[src/rtl/imem_arbiter.sv]
`default_nettype none
// +----------------------------------------------------------------------------+
// | Module      : imem_arbiter                                                 |
// | Description : Single-port instruction memory arbiter between core fetch    |
// |               and a loader/debug port; fixed read latency of one cycle.    |
// | Revision    : 1.0 - initial release                                        |
// +----------------------------------------------------------------------------+
module imem_arbiter #(
  parameter int DEPTH    = 1024,
  parameter int MAX_WAIT = 4
) (
  input  logic                     clk,
  input  logic                     reset,
  // fetch port
  input  logic                     f_req,
  input  logic [31:0]              f_addr,
  output logic                     f_gnt,
  output logic                     f_rvalid,
  output logic [31:0]              f_rdata,
  output logic                     f_err,
  // loader / debug port
  input  logic                     l_req,
  input  logic                     l_we,
  input  logic                     l_lock,
  input  logic [31:0]              l_addr,
  input  logic [31:0]              l_wdata,
  output logic                     l_gnt,
  output logic                     l_rvalid,
  output logic [31:0]              l_rdata,
  output logic                     l_err,
  // single-port memory
  output logic                     m_en,
  output logic                     m_we,
  output logic [$clog2(DEPTH)-1:0] m_addr,
  output logic [31:0]              m_wdata,
  input  logic [31:0]              m_rdata
);

  localparam int              c_AW       = $clog2(DEPTH);
  localparam int              c_WW       = (MAX_WAIT > 0) ? $clog2(MAX_WAIT + 1) : 1;
  localparam logic [c_WW-1:0] c_WAIT_MAX = c_WW'(MAX_WAIT);
  localparam logic [31:0]     c_DEPTH    = 32'(DEPTH);

  typedef enum logic [0:0] {
    ST_NORMAL = 1'b0,
    ST_LOCKED = 1'b1
  } state_e;

  state_e          state_q, state_d;
  logic [c_WW-1:0] wait_q, wait_d;

  // Pending response: captured in the grant cycle, presented the next cycle.
  logic rsp_vld_q, rsp_vld_d;
  logic rsp_ldr_q, rsp_ldr_d;
  logic rsp_err_q, rsp_err_d;
  logic rsp_rd_q,  rsp_rd_d;

  logic        w_f_bad;
  logic        w_l_bad;
  logic        w_gnt_any;
  logic        w_sel_bad;
  logic        w_rsp_live;
  logic [31:0] w_rsp_data;

  // Misaligned or beyond the end of memory: granted but never reaches the array.
  assign w_f_bad = (f_addr[1:0] != 2'b00) || ({2'b00, f_addr[31:2]} >= c_DEPTH);
  assign w_l_bad = (l_addr[1:0] != 2'b00) || ({2'b00, l_addr[31:2]} >= c_DEPTH);

  // --------------------------------------------------------------------------
  // Arbitration and lock FSM
  // --------------------------------------------------------------------------
  always_comb begin
    f_gnt   = 1'b0;
    l_gnt   = 1'b0;
    state_d = state_q;
    wait_d  = '0;
    if (!reset) begin
      case (state_q)
        ST_NORMAL: begin
          if (l_req && (!f_req || (wait_q == c_WAIT_MAX))) begin
            l_gnt = 1'b1;
          end else begin
            f_gnt = f_req;
          end
          if (l_req && !l_gnt) begin
            wait_d = (wait_q == c_WAIT_MAX) ? wait_q : wait_q + 1'b1;
          end
        end
        ST_LOCKED: begin
          l_gnt = l_req;
        end
        default: begin
          state_d = ST_NORMAL;
        end
      endcase
      if (l_gnt) begin
        state_d = l_lock ? ST_LOCKED : ST_NORMAL;
      end
    end
  end

  always_ff @(posedge clk) begin
    if (reset) begin
      state_q <= ST_NORMAL;
      wait_q  <= '0;
    end else begin
      state_q <= state_d;
      wait_q  <= wait_d;
    end
  end

  // --------------------------------------------------------------------------
  // Memory request mux
  // --------------------------------------------------------------------------
  assign w_gnt_any = f_gnt | l_gnt;
  assign w_sel_bad = l_gnt ? w_l_bad : w_f_bad;

  always_comb begin
    m_en    = w_gnt_any & ~w_sel_bad;
    m_we    = m_en & l_gnt & l_we;
    m_addr  = '0;
    m_wdata = '0;
    if (m_en) begin
      m_addr  = l_gnt ? l_addr[c_AW+1:2] : f_addr[c_AW+1:2];
      m_wdata = l_wdata;
    end
  end

  // --------------------------------------------------------------------------
  // Response path
  // --------------------------------------------------------------------------
  always_comb begin
    rsp_vld_d = w_gnt_any;
    rsp_ldr_d = l_gnt;
    rsp_err_d = w_gnt_any & w_sel_bad;
    rsp_rd_d  = ~(l_gnt & l_we);
  end

  always_ff @(posedge clk) begin
    if (reset) begin
      rsp_vld_q <= 1'b0;
      rsp_ldr_q <= 1'b0;
      rsp_err_q <= 1'b0;
      rsp_rd_q  <= 1'b0;
    end else begin
      rsp_vld_q <= rsp_vld_d;
      rsp_ldr_q <= rsp_ldr_d;
      rsp_err_q <= rsp_err_d;
      rsp_rd_q  <= rsp_rd_d;
    end
  end

  // A response still in flight when reset rises is suppressed in that same cycle.
  assign w_rsp_live = rsp_vld_q & ~reset;
  assign w_rsp_data = (rsp_rd_q & ~rsp_err_q) ? m_rdata : 32'h0;

  always_comb begin
    f_rvalid = w_rsp_live & ~rsp_ldr_q;
    l_rvalid = w_rsp_live &  rsp_ldr_q;
    f_err    = f_rvalid & rsp_err_q;
    l_err    = l_rvalid & rsp_err_q;
    f_rdata  = f_rvalid ? w_rsp_data : 32'h0;
    l_rdata  = l_rvalid ? w_rsp_data : 32'h0;
  end

  a_gnt_exclusive : assert property (@(posedge clk) !(f_gnt && l_gnt));
  a_men_needs_gnt : assert property (@(posedge clk) !m_en || w_gnt_any);
  a_no_gnt_in_rst : assert property (@(posedge clk) !reset || !(w_gnt_any || m_en));

endmodule
`default_nettype wire

[config.mk]
export PLATFORM = sky130hd
export DESIGN_NAME = imem_arbiter
export DESIGN_NICKNAME = d
export VERILOG_FILES = /design/src/rtl/imem_arbiter.sv
export SDC_FILE = /design/constraint.sdc
export NUM_CORES = 1
export LEC_CHECK = 0
export CAP_MARGIN = 20
export CELL_PAD_IN_SITES_DETAIL_PLACEMENT = 2
export CELL_PAD_IN_SITES_GLOBAL_PLACEMENT = 2
export CORE_MARGIN = 8
export CORE_UTILIZATION = 10
export DETAILED_ROUTE_END_ITERATION = 16
export GPL_TIMING_DRIVEN = 0
export HOLD_SLACK_MARGIN = 0.05
export PLACE_DENSITY = 0.95
export SYNTH_ARGS = -nofsm -noshare
export SYNTH_HDL_FRONTEND = slang
export SYNTH_SLANG_ARGS = --single-unit
[constraint.sdc]
create_clock -name clk -period 2.6 [get_ports clk]
set_input_delay 0.39 -clock clk [delete_from_list [all_inputs] [get_ports clk]]
set_output_delay 0.39 -clock clk [all_outputs]
set_load 0.005 [all_outputs]
After elaboration in Yosys (flattened, before gate mapping). Index checks and enable logic that the tools add are counted.

Bits in registers: 8. Latch bits: 0. Memory bits (writable): 0. Bits in read-only memories: 0. Input port bits: 134. Output and inout port bits: 114. Word-level logic and storage cells: 56. Memories kept: 0.

$add $sub $neg: 1. Multiply operators: 0. Divide/modulo/power cells: 0. $lt $le $gt $ge: 2. Equality and inequality tests: 1. Shift-type cells: 0. Muxes and demuxes: 17. Bitwise logic cells: 19. Reductions and logical operators: 10.

Operators by type and width (number): $mux 32 (4); $ge 30x11->1 const B (2); $mux 10 (2); $and 1x1->1 (11); $mux 1 (10); $not 1->1 (7); $reduce_bool 2->1 (2); $add 3x1->3 const B (1); $eq 3x3->1 const B (1); $logic_or 1x1->1 (3); $reduce_or 3->1 (1); $logic_and 1x1->1 (2); $logic_not 1->1 (2); $pmux 1 s2 (1); $or 1x1->1 (1).

Depth between registers and ports, before layout. Gate-level depths: netlist (run 1).

Depth in word-level cells: 14. Mapped depth: 8. Mapped depth without buffers: 6.

Worst setup path after synthesis (run 1). OpenSTA, ideal clock, no wires.

Kind: flip-flop to output port. From: register wait_q[0]. To: output m_addr[2]. Arrival time: 1.689 ns. Slack: 0.521 ns. Stages on the path, launching flop included: 9. Cell sequence: dfxtp_1 > inv_1 > ha_1 > nand2_1 > a21oi_4 > or3_1 > buf_2 > buf_6 > a211oi_2.

Longest elaborated chain between the ends: 13. Elaborated cells between the ends (all ways): 18.

Ends and longest elaborated chain: from (decl) (line 50) `logic [c_WW-1:0] wait_q, wait_d;`; from (signal assigned) (line 108) `wait_q <= wait_d;`; $eq 3x3->1 * (line 80) `if (l_req && (!f_req || (wait_q == c_WAIT_MAX))) begin`; $logic_or 1x1->1 * (line 80); $logic_and 1x1->1 * (line 80); $mux 1 (line 80); $mux 1 (line 78) `case (state_q)`; $mux 1 (line 77) `if (!reset) begin`; $pmux 1 s2 (line 78); $mux 1 (2 in series) (line 77); $mux 1 (line 116) `assign w_sel_bad = l_gnt ? w_l_bad : w_f_bad;`; $not 1->1 (line 119) `m_en = w_gnt_any & ~w_sel_bad;`; $and 1x1->1 (line 119); $mux 10 * (line 123) `if (m_en) begin`; to (decl) (line 34) `output logic [$clog2(DEPTH)-1:0] m_addr,`.

Every way passes the cells marked *; elsewhere a longest branch is shown, timed or not. The select of a mux whose other input is x is not followed.

Final worst setup path (run 1).
From: input l_addr[1]. To: output m_wdata[13].

Longest elaborated chain between the ends: 6.

Ends and longest elaborated chain: from (decl) (line 25) `input logic [31:0] l_addr,`; $reduce_bool 2->1 (line 67) `assign w_l_bad = (l_addr[1:0] != 2'b00) || ({2'b00, l_addr[31:2]} >= c_DEPTH);`; $logic_or 1x1->1 (line 67); $mux 1 (line 116); $not 1->1 (line 119); $and 1x1->1 (line 119); $mux 32 (line 123); to (decl) (line 35) `output logic [31:0] m_wdata,`.

Every way passes these cells.

==> summary.md, run 1 <==
| Metric | Value |
|---|---|
| FP Rows | `44` |
| Num Clock Sinks | `8` |
| Detailed Route Iter0 Violations | `31` |
| Clock Latency Late Sink | `0.23 ns` |
| Root Driver | `clkbuf_16` |
| DP Worst Slack | `-0.970 ns` |
| Fin cells | `681` |
| Initial antenna violation count | `0` |
| Max_slew headroom | `0.520` |
| HP Class | `flip-flop to flip-flop` |
| Comb power frac | `0.489` |
| Post-synthesis adder-cell area fraction | `0.0168` |
| Post-synth EDFFs | `0` |
| Core area | `14500 µm²` |
| R2r setup slk | `0.97 ns` |
| Seq pwr share | `0.175` |
| Power per cell area | `169 nW/µm²` |
| Vias in the first global route | `3413` |
| Synth top area cells | `and3_1 27%, a21oi_1 12%, dfxtp_1 11%` |
| Maximum vdd drop | `0.000155 V` |
| R2R depth | `7` |
| Clock-pin slew on the worst setup and hold paths | `0.04 ns` |
| Hold_ws | `0.433 ns` |
| Final Skew | `0.00300 ns` |
| Synth unique cells | `30` |
| Post-synthesis compound-gate area fraction | `0.217` |
| Final Core Density | `0.309` |
| Die height | `138 µm` |
| Net Switching | `0.000200 W` |
| Commonest cells in the netlist | `65 x and3_1, 36 x a21oi_1, 36 x nand2_1, 21 x clkbuf_1` |
| Routed vias/inst | `4.24` |
| Final WS setup | `0.00830 ns` |
| Via Count | `2885` |
| Multiplexer area fraction after synthesis | `0.0673` |
| Startpoint types | `input port` |
| CP Data Required Time | `2.21 ns` |
| Fin. max-slew vios | `0` |
| Type of the worst setup path | `input port to output port` |
| Yosys warns | `0` |
| Largest net degree at the start of global routing | `11` |
| Final nets | `635` |
| Hold Crit Start | `wait_q[0]$_SDFFE_PP0N_` |
| Initial Utilization | `0.102` |
| #FFs+latches synth | `8` |
| Peak Freq | `386 MHz` |
| Share of post-route cells with drive strength above 1 | `0.217` |
| Syn Area/Cell | `6.28 µm²` |
| Area share of the largest cell type after synthesis | `0.273` |
| Max-Cap Viols | `0` |
| Area growth, synth to finish | `202%` |
| First-pass GRT wire length | `19.3 mm` |
| Worst r2r src | `wait_q[0]$_SDFFE_PP0N_` |
| Final period utilization | `0.997` |
| GP Congestion | `0.841` |
| Final hold vios | `0` |
| Syn Nets | `373` |
| Pre-Repair DR Iteration Count | `4` |
| Final setup fails | `0` |
| Die width | `138 µm` |
| Combinational family with the most area after synthesis | `simple AND/OR/NAND/NOR gates` |
| Internal power | `0.000560 W` |
| DRC | `0` |
| Synthesized cell area | `1490 µm²` |
| Post-Syn Instances | `237` |
| Register area share after synthesis | `0.108` |
| Sw frac | `0.263` |
| Num CTS Buffers | `3` |
| Leak Pwr | `1.96 nW` |
| Grt total ovfl | `0` |
| DIE AREA | `19000 µm²` |
| Hold EP | `wait_q[0]$_SDFFE_PP0N_` |
| Async S/R FF share, synth | `0` |
| Synth Area in Simple Gates | `0.495` |
| Placed insts | `668` |
| Hold path cells | `1` |
| Number of antenna diodes | `0` |
| Maximum fanout along the worst path | `10` |
| H-tree depth | `1` |
| Hold buffer count at cts | `0` |
| Outcome | `completed` |
| Post-DRT Antenna Nets | `0` |
| Post-Route WL | `13.3 mm` |
| Top-count cell post-synth | `and3_1` |
| Worst Max-Slew Pin Slew | `0.720 ns` |
| CTS Buffer Depth | `2` |
| Input/output buffers | `247` |
| Cell taking the most area after synthesis | `and3_1` |
| Per-cell routed wire length | `19.5 µm` |
| Total GRT Usage | `0.128` |
| Power share of the clock group | `0.336` |
| XOR/XNOR Fraction of Synth Area | `0` |
| Post-DP HPWL | `11.5 mm` |
| Top_reg_cell synth | `dfxtp_1` |
| Io pins | `248` |
| RSZ-0062 raised after global routing | `true` |
| Critical path capture point type | `output port` |
| CTS tree | `built` |
| FF-to-FF End | `rsp_err_q$_SDFF_PP0_` |
| Worst EP arrival | `2.20 ns` |
| Post-route minimum period | `2.59 ns` |
==> stage by stage <==
step	area, µm²	total power [W]	TNS, ns
floorplan	1490	0.000220	0
global placement	4190	0.000482	-66.70
detailed placement	4190	0.000500	-71.81
CTS	4420	0.000769	-0.296
global route	4490	0.000807	-1.67
finish	4490	0.000761	0
==> worst max-delay path by stage <==
| stage | startpoint | to | slack, ns | depth (start not counted) |
|---|---|---|---|---|
| after floorplan | wait_q[0]$_SDFFE_PP0N_ | m_addr[2] | 0.52 | 8 |
| after global placement | reset | m_wdata[25] | -0.98 | 7 |
| after detailed placement | reset | m_wdata[25] | -0.97 | 7 |
| after CTS | reset | m_addr[1] | -0.13 | 8 |
| after global routing | l_addr[1] | m_wdata[7] | -0.09 | 8 |
| final | l_addr[1] | m_wdata[13] | 0.008 | 8 |
==> layout by cell type (no fill, tap or decap), types with 13 or more instances in the layout <==
cell	netlist	final
nand2_1	36	35
clkdlybuf4s50_1	0	179
a21oi_1	36	25
clkdlybuf4s15_2	0	13
buf_4	0	13
and3_1	65	65
buf_2	6	17
clkbuf_2	0	15
dlygate4sd2_1	0	15
==> critical path: stages <==
cell,delay (ns)
clkdlybuf4s50_1,0.42
nor4_1,0.32
and4_1,0.24
nand4_1,0.11
buf_6,0.16
buf_4,0.18
a21oi_1,0.14
clkdlybuf4s15_2,0.24
==> logic make-up after synthesis <==
logic type / count (synthesis)
simple gates: 134
mux: 10
buf+inv: 34
fa+ha+maj: 2
compound gates: 49
flops: 8
==> state kept, by name, summed over array words and instances (netlist names) <==
| register | flops |
|---|---|
| rsp_ldr_q | 1 |
| state_q | 1 |
| rsp_err_q | 1 |
| wait_q | 3 |
| rsp_rd_q | 1 |
| rsp_vld_q | 1 |
==> layout make-up <==
type / instances / area [µm²]
multi-input combinational: 195 / 1320
timing repair buffer: 258 / 2480
clock buffer: 3 / 75.1
inverter: 6 / 23.8
sequential: 8 / 161
buffer: 27 / 205
tap: 184 / 230
fill: 1643 / 10000
==> timing repair <==
item	4_1_cts	5_1_grt
resized for setup	192	48
cloned	1	0
pin swaps	19	8
buffers inserted	9	1
setup endpoints to repair	110	58
==> power groups by stage <==
stage                     sequential, W  combinational [W]  clock, W
after CTS                      0.000133           0.000373  0.000262
final                          0.000133           0.000372  0.000256
after floorplan                0.000133          0.0000870         0
after detailed placement       0.000135           0.000365         0
after global placement         0.000134           0.000347         0
after global routing           0.000134           0.000403  0.000270
==> layer usage <==
layer / share of wire / GRT usage
met4: 0.015 / 0.0322
met2: 0.51 / 0.241
met5: 0 / 0
met1: 0.36 / 0.133
met3: 0.12 / 0.0420
No activity file was read; power rests on OpenSTA's default activity.
==> inputs of run 2 (changes only) <==
--- a/config.mk
+++ b/config.mk
@@ -5,7 +5,7 @@
 export SDC_FILE = /design/constraint.sdc
 export NUM_CORES = 1
 export LEC_CHECK = 0
-export CAP_MARGIN = 20
+export CAP_MARGIN = 10
 export CELL_PAD_IN_SITES_DETAIL_PLACEMENT = 2
 export CELL_PAD_IN_SITES_GLOBAL_PLACEMENT = 2
 export CORE_MARGIN = 8
@@ -14,6 +14,7 @@
 export GPL_TIMING_DRIVEN = 0
 export HOLD_SLACK_MARGIN = 0.05
 export PLACE_DENSITY = 0.95
+export RECOVER_POWER = 100
 export SYNTH_ARGS = -nofsm -noshare
 export SYNTH_HDL_FRONTEND = slang
 export SYNTH_SLANG_ARGS = --single-unit
==> constraint.sdc (replaced) <==
create_clock -name clk -period 2.1 [get_ports clk]
set_input_delay 0.315 -clock clk [delete_from_list [all_inputs] [get_ports clk]]
set_output_delay 0.315 -clock clk [all_outputs]
set_load 0.005 [all_outputs]
==> run 2 against run 1 <==
The run now ends with setup timing left; critical endpoint is now m_wdata[4]; register-to-register slack worse by 0.62 ns; clock skew up 0.00093 ns; utilization up 1.7 points; power up 27%; highest routed layer unchanged; largest power group unchanged; cell count up 2.1%; flip-flop and latch count unchanged; design area up 5.6%; worst setup slack worse by 0.24 ns.
==> summary.md, run 2 (synthesis results as in run 1) <==
| Metric | Value |
|---|---|
| Outcome | `finished, violations left` |
| Failing checks | `setup timing` |
| Initial Utilization | `0.102` |
| Total GRT Usage | `0.136` |
| Post-DP HPWL | `11.5 mm` |
| Final nets | `649` |
| CTS Buffer Depth | `2` |
| Io pins | `248` |
| Startpoint types | `input port` |
| H-tree depth | `1` |
| Initial antenna violation count | `0` |
| Number of antenna diodes | `0` |
| Hold buffer count at cts | `0` |
| Area growth, synth to finish | `219%` |
| Fill cell count | `1623` |
| Per-cell routed wire length | `20.5 µm` |
| FP Rows | `44` |
| Maximum fanout along the worst path | `10` |
| Commonest non-fill, non-tap cells in the layout | `133 x clkdlybuf4s50_1, 65 x and3_1, 44 x dlygate4sd2_1, 35 x nand2_1, 30 x buf_2` |
| Final Skew | `0.00392 ns` |
| Maximum vdd drop | `0.000196 V` |
| Die width | `138 µm` |
| Final setup fails | `78` |
| Biggest register | `wait_q` |
| Post-DRT Antenna Nets | `0` |
| Pre-Repair DR Iteration Count | `4` |
| Final period utilization | `1.11` |
| Worst Max-Slew Pin Slew | `0.815 ns` |
| Root Driver | `clkbuf_16` |
| Post-route minimum period | `2.33 ns` |
| Clock Latency Late Sink | `0.23 ns` |
| HP Class | `input port to flip-flop` |
| CP Data Required Time | `1.78 ns` |
| RSZ-0062 raised after global routing | `true` |
| Vias in the first global route | `3572` |
| Detailed Route Iter0 Violations | `46` |
| First-pass GRT wire length | `20.5 mm` |
| Num Clock Sinks | `8` |
| Via Count | `2975` |
| Max reg flops | `3` |
| Die height | `138 µm` |
| Input/output buffers | `247` |
| Peak Freq | `430 MHz` |
| Critical path capture point type | `output port` |
| Final WS setup | `-0.227 ns` |
| Fin. max-slew vios | `0` |
| GP Congestion | `0.841` |
| Top layer in use | `met4` |
| Final hold vios | `0` |
| Placed cell areas | `4190 µm²` |
| Worst EP arrival | `2.01 ns` |
| Grt total ovfl | `0` |
| FF/Latch Area | `165 µm²` |
| Met3 wire length | `1.54 mm` |
| Post-Route WL | `14.3 mm` |
| Largest net degree at the start of global routing | `11` |
| Max_slew headroom | `0.457` |
| Placed insts | `668` |
| Max-Cap Viols | `0` |
| Num CTS Buffers | `3` |
| Power per cell area | `204 nW/µm²` |
| Routed vias/inst | `4.28` |
| Leak Pwr | `2.37 nW` |
| Final Core Density | `0.326` |
| Footprint of the multi-input gates | `1420 µm²` |
| WL met2 | `7.32 mm` |
| DRC | `0` |
| Metal-1 WL | `5.16 mm` |
| CTS tree | `built` |
| Type of the worst setup path | `input port to output port` |
| Core area | `14500 µm²` |
| Share of post-route cells with drive strength above 1 | `0.319` |
| Clock-pin slew on the worst setup and hold paths | `0.04 ns` |
| Setup TNS | `-10.36 ns` |
| DIE AREA | `19000 µm²` |
| Final Instance Area | `4740 µm²` |
| Commonest non-fill, non-tap cell in the layout | `clkdlybuf4s50_1` |
| Fin cells | `695` |
-- run 2: cell types whose count changed in the layout (fill, tap and decap cells not counted), sizes merged --
| cell | before | now |
|---|---|---|
| clkdlybuf4s50 | 179 | 133 |
| clkbuf | 26 | 31 |
| dlygate4sd3 | 0 | 1 |
| dlymetal6s2s | 6 | 11 |
| clkdlybuf4s15 | 24 | 19 |
| buf | 38 | 63 |
| dlygate4sd2 | 15 | 44 |
-- run 2: routing by layer --
metal	vias to the layer above	global-route usage
met4	0	0.0316
met2	181	0.261
li1	1399	-
met3	14	0.0399
met5	-	0
met1	1381	0.141
-- run 2: power breakdown --
group | total (W) | switching (W) | internal (W) | leakage (nW)
Combinational | 0.000481 | 0.000187 | 0.000293 | 2.26
Sequential | 0.000165 | 0.00000477 | 0.000161 | 0.0674
Clock | 0.000320 | 0.0000742 | 0.000246 | 0.0370
Total | 0.000966 | 0.000266 | 0.000699 | 2.37
-- run 2: stage by stage --
step                      hold slack, ns  setup WS [ns]  total power [W]
after detailed placement           0.471          -1.32         0.000619
after global routing               0.420         -0.353          0.00102
final                              0.395         -0.227         0.000966
after floorplan                    0.384         0.0963         0.000272
after global placement             0.428          -1.33         0.000596
after CTS                          0.398         -0.251         0.000976
-- run 2: final cells by class --
type                    count  share of cell area
plain buffers              26              0.0602
clock buffers               3              0.0158
inverters                   6             0.00501
multi-input cells         195               0.298
flip-flops and latches      8              0.0348
well taps                 184              0.0485
repair buffers            273               0.537
-- run 2: final timing paths --
check	endpoint	slack, ns	depth (start not counted)	startpoint
setup / recovery	m_wdata[4]	-0.23	8	l_addr[0]
hold / removal	rsp_rd_q$_SDFF_PP0_	0.40	2	reset
setup reg to reg	rsp_err_q$_SDFF_PP0_	0.35	8	wait_q[0]$_SDFFE_PP0N_
hold reg to reg	state_q$_SDFFE_PP0N_	0.53	2	state_q$_SDFFE_PP0N_
-- run 2: critical path, cell delays in order --
cell and delay (ns):
clkdlybuf4s50_1 0.41, nor4_1 0.16, and4_1 0.25, nand4_1 0.11
buf_6 0.17, clkbuf_8 0.18, a21oi_1 0.17, clkdlybuf4s15_2 0.24
-- run 2: repair_timing --
item / CTS / global route
setup buffers: 22 / 1
pin swaps: 39 / 13
gates resized for setup: 349 / 50
cloned: 4 / 0
endpoints found under the setup margin: 115 / 83
